`src/rtl/axil_reg_access_ctrl.sv`:
```
// ---------------------------------------------------------------------------
// axil_reg_access_ctrl
//   AXI4-Lite slave front end for the register station. AW, W and AR beats are
//   captured into single-entry slots together with the protocol checker's
//   error flag for that beat. A round-robin arbiter hands the one shared
//   register port to the write or the read side, and the result is returned
//   on B or R. At most one transaction per direction is outstanding: a slot
//   is released only when its B/R response has been accepted.
//
// Ports
//   clk_i, rst_ni                    clock, asynchronous active-low reset
//   s_axi_aw*/w*/b*/ar*/r*           AXI4-Lite slave channels
//   err_awrite_i/err_write_i/err_read_i
//                                    checker flags, sampled at the handshake
//   reg_req_o, reg_we_o, reg_addr_o, reg_wdata_o, reg_wstrb_o
//                                    register port request, held until ack
//   reg_ack_i, reg_rdata_i, reg_err_i
//                                    register port completion
// ---------------------------------------------------------------------------
module axil_reg_access_ctrl #(
  parameter int unsigned ADDR_WIDTH  = 32,
  parameter int unsigned DATA_WIDTH  = 32,
  parameter bit          ERR_RESP_EN = 1'b0
) (
  input  logic                      clk_i,
  input  logic                      rst_ni,
  input  logic [ADDR_WIDTH-1:0]     s_axi_awaddr,
  input  logic                      s_axi_awvalid,
  output logic                      s_axi_awready,
  input  logic [DATA_WIDTH-1:0]     s_axi_wdata,
  input  logic [DATA_WIDTH/8-1:0]   s_axi_wstrb,
  input  logic                      s_axi_wvalid,
  output logic                      s_axi_wready,
  output logic [1:0]                s_axi_bresp,
  output logic                      s_axi_bvalid,
  input  logic                      s_axi_bready,
  input  logic [ADDR_WIDTH-1:0]     s_axi_araddr,
  input  logic                      s_axi_arvalid,
  output logic                      s_axi_arready,
  output logic [DATA_WIDTH-1:0]     s_axi_rdata,
  output logic [1:0]                s_axi_rresp,
  output logic                      s_axi_rvalid,
  input  logic                      s_axi_rready,
  input  logic                      err_awrite_i,
  input  logic                      err_write_i,
  input  logic                      err_read_i,
  output logic                      reg_req_o,
  output logic                      reg_we_o,
  output logic [ADDR_WIDTH-1:0]     reg_addr_o,
  output logic [DATA_WIDTH-1:0]     reg_wdata_o,
  output logic [DATA_WIDTH/8-1:0]   reg_wstrb_o,
  input  logic                      reg_ack_i,
  input  logic [DATA_WIDTH-1:0]     reg_rdata_i,
  input  logic                      reg_err_i
);

  localparam int unsigned STRB_WIDTH = DATA_WIDTH / 8;
  localparam logic [1:0]  RESP_OKAY   = 2'b00;
  localparam logic [1:0]  RESP_SLVERR = 2'b10;

  typedef enum logic [2:0] {
    ST_IDLE    = 3'd0,
    ST_WR_REQ  = 3'd1,
    ST_RD_REQ  = 3'd2,
    ST_WR_RESP = 3'd3,
    ST_RD_RESP = 3'd4
  } state_t;

  state_t                  state_r, state_nxt_s;

  // Slot storage
  logic                    aw_full_r, w_full_r, ar_full_r;
  logic                    aw_err_r, w_err_r, ar_err_r;
  logic [ADDR_WIDTH-1:0]   aw_addr_r, ar_addr_r;
  logic [DATA_WIDTH-1:0]   w_data_r;
  logic [STRB_WIDTH-1:0]   w_strb_r;
  logic                    aw_full_nxt_s, w_full_nxt_s, ar_full_nxt_s;

  // Ready flags are kept as their own registers so they read 0 during reset
  logic                    awready_r, wready_r, arready_r;

  // Response registers
  logic                    bvalid_r, rvalid_r;
  logic [1:0]              bresp_r, rresp_r;
  logic [DATA_WIDTH-1:0]   rdata_r;

  // 1 when the last grant went to the write side
  logic                    rr_last_wr_r;

  logic                    aw_hs_s, w_hs_s, ar_hs_s, b_hs_s, r_hs_s;
  logic                    wr_elig_s, rd_elig_s, wr_err_s;
  logic                    grant_wr_s, grant_rd_s;
  logic                    req_s, wr_sel_s, rd_sel_s;
  logic                    rsp_load_s, rsp_err_s;

  assign aw_hs_s = s_axi_awvalid & awready_r;
  assign w_hs_s  = s_axi_wvalid  & wready_r;
  assign ar_hs_s = s_axi_arvalid & arready_r;
  assign b_hs_s  = bvalid_r & s_axi_bready;
  assign r_hs_s  = rvalid_r & s_axi_rready;

  // A slot empties on its response handshake; it cannot fill in the same
  // cycle because ready is low while it is full.
  assign aw_full_nxt_s = b_hs_s ? 1'b0 : (aw_hs_s ? 1'b1 : aw_full_r);
  assign w_full_nxt_s  = b_hs_s ? 1'b0 : (w_hs_s  ? 1'b1 : w_full_r);
  assign ar_full_nxt_s = r_hs_s ? 1'b0 : (ar_hs_s ? 1'b1 : ar_full_r);

  assign wr_elig_s = aw_full_r & w_full_r;
  assign rd_elig_s = ar_full_r;
  assign wr_err_s  = aw_err_r | w_err_r;

  // On a tie the side that did not win last time is granted
  assign grant_wr_s = (state_r == ST_IDLE) & wr_elig_s & (~rd_elig_s | ~rr_last_wr_r);
  assign grant_rd_s = (state_r == ST_IDLE) & rd_elig_s & ~grant_wr_s;

  // Next-state and register-port control
  always_comb begin
    state_nxt_s = state_r;
    req_s       = 1'b0;
    wr_sel_s    = 1'b0;
    rd_sel_s    = 1'b0;
    rsp_load_s  = 1'b0;
    rsp_err_s   = 1'b0;
    case (state_r)
      ST_IDLE: begin
        if (grant_wr_s) begin
          if (wr_err_s) begin
            // Checker already flagged the beat: never touch the registers
            state_nxt_s = ST_WR_RESP;
            rsp_load_s  = 1'b1;
            rsp_err_s   = 1'b1;
          end else begin
            req_s    = 1'b1;
            wr_sel_s = 1'b1;
            if (reg_ack_i) begin
              state_nxt_s = ST_WR_RESP;
              rsp_load_s  = 1'b1;
              rsp_err_s   = reg_err_i;
            end else begin
              state_nxt_s = ST_WR_REQ;
            end
          end
        end else if (grant_rd_s) begin
          if (ar_err_r) begin
            state_nxt_s = ST_RD_RESP;
            rsp_load_s  = 1'b1;
            rsp_err_s   = 1'b1;
          end else begin
            req_s    = 1'b1;
            rd_sel_s = 1'b1;
            if (reg_ack_i) begin
              state_nxt_s = ST_RD_RESP;
              rsp_load_s  = 1'b1;
              rsp_err_s   = reg_err_i;
            end else begin
              state_nxt_s = ST_RD_REQ;
            end
          end
        end else begin
          state_nxt_s = ST_IDLE;
        end
      end
      ST_WR_REQ: begin
        req_s    = 1'b1;
        wr_sel_s = 1'b1;
        if (reg_ack_i) begin
          state_nxt_s = ST_WR_RESP;
          rsp_load_s  = 1'b1;
          rsp_err_s   = reg_err_i;
        end else begin
          state_nxt_s = ST_WR_REQ;
        end
      end
      ST_RD_REQ: begin
        req_s    = 1'b1;
        rd_sel_s = 1'b1;
        if (reg_ack_i) begin
          state_nxt_s = ST_RD_RESP;
          rsp_load_s  = 1'b1;
          rsp_err_s   = reg_err_i;
        end else begin
          state_nxt_s = ST_RD_REQ;
        end
      end
      ST_WR_RESP: begin
        if (b_hs_s) begin
          state_nxt_s = ST_IDLE;
        end else begin
          state_nxt_s = ST_WR_RESP;
        end
      end
      ST_RD_RESP: begin
        if (r_hs_s) begin
          state_nxt_s = ST_IDLE;
        end else begin
          state_nxt_s = ST_RD_RESP;
        end
      end
      default: begin
        state_nxt_s = ST_IDLE;
      end
    endcase
  end

  // State register and round-robin pointer
  always_ff @(posedge clk_i or negedge rst_ni) begin
    if (!rst_ni) begin
      state_r      <= ST_IDLE;
      rr_last_wr_r <= 1'b0;
    end else begin
      state_r <= state_nxt_s;
      if (grant_wr_s) begin
        rr_last_wr_r <= 1'b1;
      end else if (grant_rd_s) begin
        rr_last_wr_r <= 1'b0;
      end
    end
  end

  // AW/W/AR slots: fill on handshake, release on response handshake
  always_ff @(posedge clk_i or negedge rst_ni) begin
    if (!rst_ni) begin
      aw_full_r <= 1'b0;
      w_full_r  <= 1'b0;
      ar_full_r <= 1'b0;
      aw_err_r  <= 1'b0;
      w_err_r   <= 1'b0;
      ar_err_r  <= 1'b0;
      aw_addr_r <= {ADDR_WIDTH{1'b0}};
      ar_addr_r <= {ADDR_WIDTH{1'b0}};
      w_data_r  <= {DATA_WIDTH{1'b0}};
      w_strb_r  <= {STRB_WIDTH{1'b0}};
      awready_r <= 1'b0;
      wready_r  <= 1'b0;
      arready_r <= 1'b0;
    end else begin
      aw_full_r <= aw_full_nxt_s;
      w_full_r  <= w_full_nxt_s;
      ar_full_r <= ar_full_nxt_s;
      awready_r <= ~aw_full_nxt_s;
      wready_r  <= ~w_full_nxt_s;
      arready_r <= ~ar_full_nxt_s;
      if (aw_hs_s) begin
        aw_addr_r <= s_axi_awaddr;
        aw_err_r  <= ERR_RESP_EN & err_awrite_i;
      end
      if (w_hs_s) begin
        w_data_r <= s_axi_wdata;
        w_strb_r <= s_axi_wstrb;
        w_err_r  <= ERR_RESP_EN & err_write_i;
      end
      if (ar_hs_s) begin
        ar_addr_r <= s_axi_araddr;
        ar_err_r  <= ERR_RESP_EN & err_read_i;
      end
    end
  end

  // B/R response registers, loaded on entry to the response state
  always_ff @(posedge clk_i or negedge rst_ni) begin
    if (!rst_ni) begin
      bvalid_r <= 1'b0;
      rvalid_r <= 1'b0;
      bresp_r  <= RESP_OKAY;
      rresp_r  <= RESP_OKAY;
      rdata_r  <= {DATA_WIDTH{1'b0}};
    end else begin
      bvalid_r <= (state_nxt_s == ST_WR_RESP);
      rvalid_r <= (state_nxt_s == ST_RD_RESP);
      if (rsp_load_s && (state_nxt_s == ST_WR_RESP)) begin
        bresp_r <= rsp_err_s ? RESP_SLVERR : RESP_OKAY;
      end
      if (rsp_load_s && (state_nxt_s == ST_RD_RESP)) begin
        rresp_r <= rsp_err_s ? RESP_SLVERR : RESP_OKAY;
        // An errored read never exposes register data
        rdata_r <= rsp_err_s ? {DATA_WIDTH{1'b0}} : reg_rdata_i;
      end
    end
  end

  assign s_axi_awready = awready_r;
  assign s_axi_wready  = wready_r;
  assign s_axi_arready = arready_r;
  assign s_axi_bvalid  = bvalid_r;
  assign s_axi_bresp   = bresp_r;
  assign s_axi_rvalid  = rvalid_r;
  assign s_axi_rresp   = rresp_r;
  assign s_axi_rdata   = rdata_r;

  // Register port is decoded from registered state and slots only, so it is
  // glitch-free, zero in reset, and stable for the whole request.
  assign reg_req_o   = req_s;
  assign reg_we_o    = wr_sel_s;
  assign reg_addr_o  = wr_sel_s ? aw_addr_r :
                       (rd_sel_s ? ar_addr_r : {ADDR_WIDTH{1'b0}});
  assign reg_wdata_o = wr_sel_s ? w_data_r : {DATA_WIDTH{1'b0}};
  assign reg_wstrb_o = wr_sel_s ? w_strb_r : {STRB_WIDTH{1'b0}};

endmodule

```
`config.mk`:
```
export PLATFORM = sky130hd
export DESIGN_NAME = axil_reg_access_ctrl
export DESIGN_NICKNAME = d
export VERILOG_FILES = /design/src/rtl/axil_reg_access_ctrl.sv
export SDC_FILE = /design/constraint.sdc
export NUM_CORES = 1
export LEC_CHECK = 0
export CAP_MARGIN = 5
export CORE_UTILIZATION = 47
export CTS_CLUSTER_SIZE = 40
export DETAILED_ROUTE_END_ITERATION = 10
export PLACE_DENSITY = 0.86
export RECOVER_POWER = 100
export SLEW_MARGIN = 15
export SYNTH_ARGS = -nofsm -noshare
export SYNTH_HDL_FRONTEND = slang
export SYNTH_SLANG_ARGS = --single-unit
```
`constraint.sdc`:
```
create_clock -name clk_i -period 3.95 [get_ports clk_i]
set_input_delay 0.79 -clock clk_i [delete_from_list [all_inputs] [get_ports clk_i]]
set_output_delay 0.79 -clock clk_i [all_outputs]
set_load 0.1 [all_outputs]
```
==> impl_results.md <==
* Starting density of the core at 0.484
* CTS Root Cell: clkbuf_16
* Status: complete, but fails checks
* CTS sink cnt at 146
* Synth area leader: dfrtp_1
* Final min period at 3.40 ns
* Clock tree buffer depth at 2
* Crit Path Max Fanout at 69
* Critical-path cell list: and2_1 -> a21oi_1 -> nor3_4 -> buf_4 -> a22o_1 -> clkbuf_2
* Seq/Total Area, Yosys at 0.571
* CTS resizes at 0
* Unrepaired setup endpoints after global routing: no
* HP Class: reg -> reg
* Commonest non-fill, non-tap cells in the layout: dfrtp_1, clkdlybuf4s50_1, mux2_2
* Pin count of the biggest net entering global routing at 122
* Nets at 844
* Final Skew at 0.00677 ns
* Delay-heaviest family, CP: buffers and inverters
* Synth top area share at 0.571
* Area Growth Syn to Fin at 42.9%
* F_max at 295 MHz
* Count of cell types in the netlist at 31
* Die area at 0.0141 mm^2
* Mapped Cells at 465
* DRC violations left at 0
* Syn. warnings at 0
* Failing checks: max-capacitance violations, max-slew violations
* Main synth FF type: dfrtp_1
* Post-Syn Area at 0.00640 mm^2
* Crit start category: flip-flop
* Wire length of the first global-routing pass at 25400 um
* Worst path arrival time at 2.61 ns
* ANT nets after route at 0
* Worst slew margin at -0.953
* Period Utilization, post-route at 0.860
* TritonCTS Buffers at 17
* Final-report hold violation count at 0
* Die X at 119 um
* Antenna violations before repair at 1
* Worst-Margin Slew at 2.93 ns
* WS Path Type: reg -> out
* Endpoints failing setup at 0
* RePlAce Congestion at 0.811
* Slowest cell on crit path: buf_4
* DRT Wirelength at 15600 um
* Setup TNS at 0 ns
* Asr flop ratio synth at 1.00
* Fillcell total at 985
* Multi-input logic area at 0.00250 mm^2
* Data required, critical path at 3.16 ns
* CTS tree: done
* Syn Area/Cell at 13.8 um^2
* Crit. End Element: output port
* Final Max Tran Viols at 292
* Commonest non-fill, non-tap cell in the layout: dfrtp_1
* Max Cap Viol at 6
* Die Ht at 119 um
* Clock Latency Late Sink at 0.42 ns
* Number of I/O pins at 255
* # hold bufs at CTS at 0
* Clk slew on worst S/H paths at 0.05 ns
* GR Util All Layers at 0.234
* Share of layout cells above drive strength 1 at 0.323
* Reg area at 0.00365 mm^2
* Buf+Inv Stages, Crit Path at 2
* Total grt overflow at 0
* DR WL/cell at 17.5 um
* Yosys reg bits at 146
* Port buffer count at 249
* Synth top area cells: dfrtp_1, mux2_2, o2bb2ai_2
* Postcts setup bufs at 0
* Number of global-route vias before repair at 5176
* Number of enable flip-flop cells after synthesis at 0
* Max stage delay on crit path at 0.56 ns
* Via density at 5.25
* FP Rows at 42
* Core Footprint at 0.0132 mm^2
* Detailed placer's ending HPWL at 10900 um
* Total vias in the final route at 4658
* Starting DRC count in detailed routing at 221
* H-tree Lvls at 4
* Pre-antenna DRT Iters at 4
-- cell usage after synthesis (3+ instances only) --
library cell  number
buf_6              3
a21oi_1            5
o21ai_0            3
mux2i_1            3
and2_1            41
a22o_1            32
inv_1              4
nand3_1           34
o2bb2ai_2         30
buf_2             16
nand2_1            4
dfrtp_1          146
clkbuf_1          18
buf_4              3
mux2_2           101
-- registers in the layout, indices dropped and copies added, names as in the netlist, 3 cells and up --
signal / flops
ar_addr_r: 32
aw_addr_r: 32
s_axi_rdata: 32
w_data_r: 32
w_strb_r: 4
state_r: 3
-- final timing paths --
| path | from | endpoint | slack (ns) | cells past startpoint |
|---|---|---|---|---|
| setup / recovery | aw_full_r$_DFF_PN0_ | reg_addr_o[1] | 0.55 | 6 |
| hold / removal | s_axi_rdata[0]$_DFFE_PN0P_ | s_axi_rdata[0]$_DFFE_PN0P_ | 0.48 | 1 |
| setup reg to reg | s_axi_arready$_DFF_PN0_ | ar_addr_r[1]$_DFFE_PN0P_ | 1.40 | 3 |
| hold reg to reg | s_axi_rdata[0]$_DFFE_PN0P_ | s_axi_rdata[0]$_DFFE_PN0P_ | 0.48 | 1 |
| max in group asynchronous | rst_ni | aw_addr_r[4]$_DFFE_PN0P_ | 0.86 | 2 |
| min in group asynchronous | rst_ni | aw_addr_r[24]$_DFFE_PN0P_ | 1.32 | 1 |
-- through the flow --
stage,worst slack (ns),hold WS [ns],std cells,utilization,area [um^2]
3_5_place_dp,1.15,0.474,857,0.665,8810
2_1_floorplan,0.470,0.463,466,-,6410
3_3_place_gp,1.19,0.472,857,0.665,8810
4_1_cts,0.700,0.491,887,0.709,9390
6_report,0.555,0.479,888,0.691,9150
5_1_grt,0.299,0.503,888,0.691,9150
-- per-layer routing --
metal | part of all wire | wire length [um] | vias up | GRT usage
li1 | - | - | 2162 | -
met1 | 0.38 | 5990 | 2285 | 0.257
met2 | 0.51 | 7910 | 182 | 0.397
met3 | 0.083 | 1290 | 29 | 0.0878
met4 | 0.024 | 370 | 0 | 0.112
met5 | 0 | 0 | - | 0
-- cell type report --
class                   instances  share of cell area
diodes                          1            0.000273
clock buffers                  25              0.0552
clock inverters                 5             0.00820
inverters                       4             0.00164
multi-input cells             274               0.273
flip-flops and latches        146               0.399
well taps                     176              0.0241
repair buffers                257               0.238
-- cell families after synthesis --
family                 count (synthesis)  share of synthesized area
AND/OR/NAND/NOR                       91                     0.0815
AO/OA/AOI/OAI                         77                      0.130
buffers and inverters                 46                     0.0354
multiplexers                         104                      0.182
other                                  1                   0.000586
flip-flops                           146                      0.571
Power is left out: the tool's default activity adds up to more than one toggle a clock period on the data nets, which glitch-free logic cannot reach.
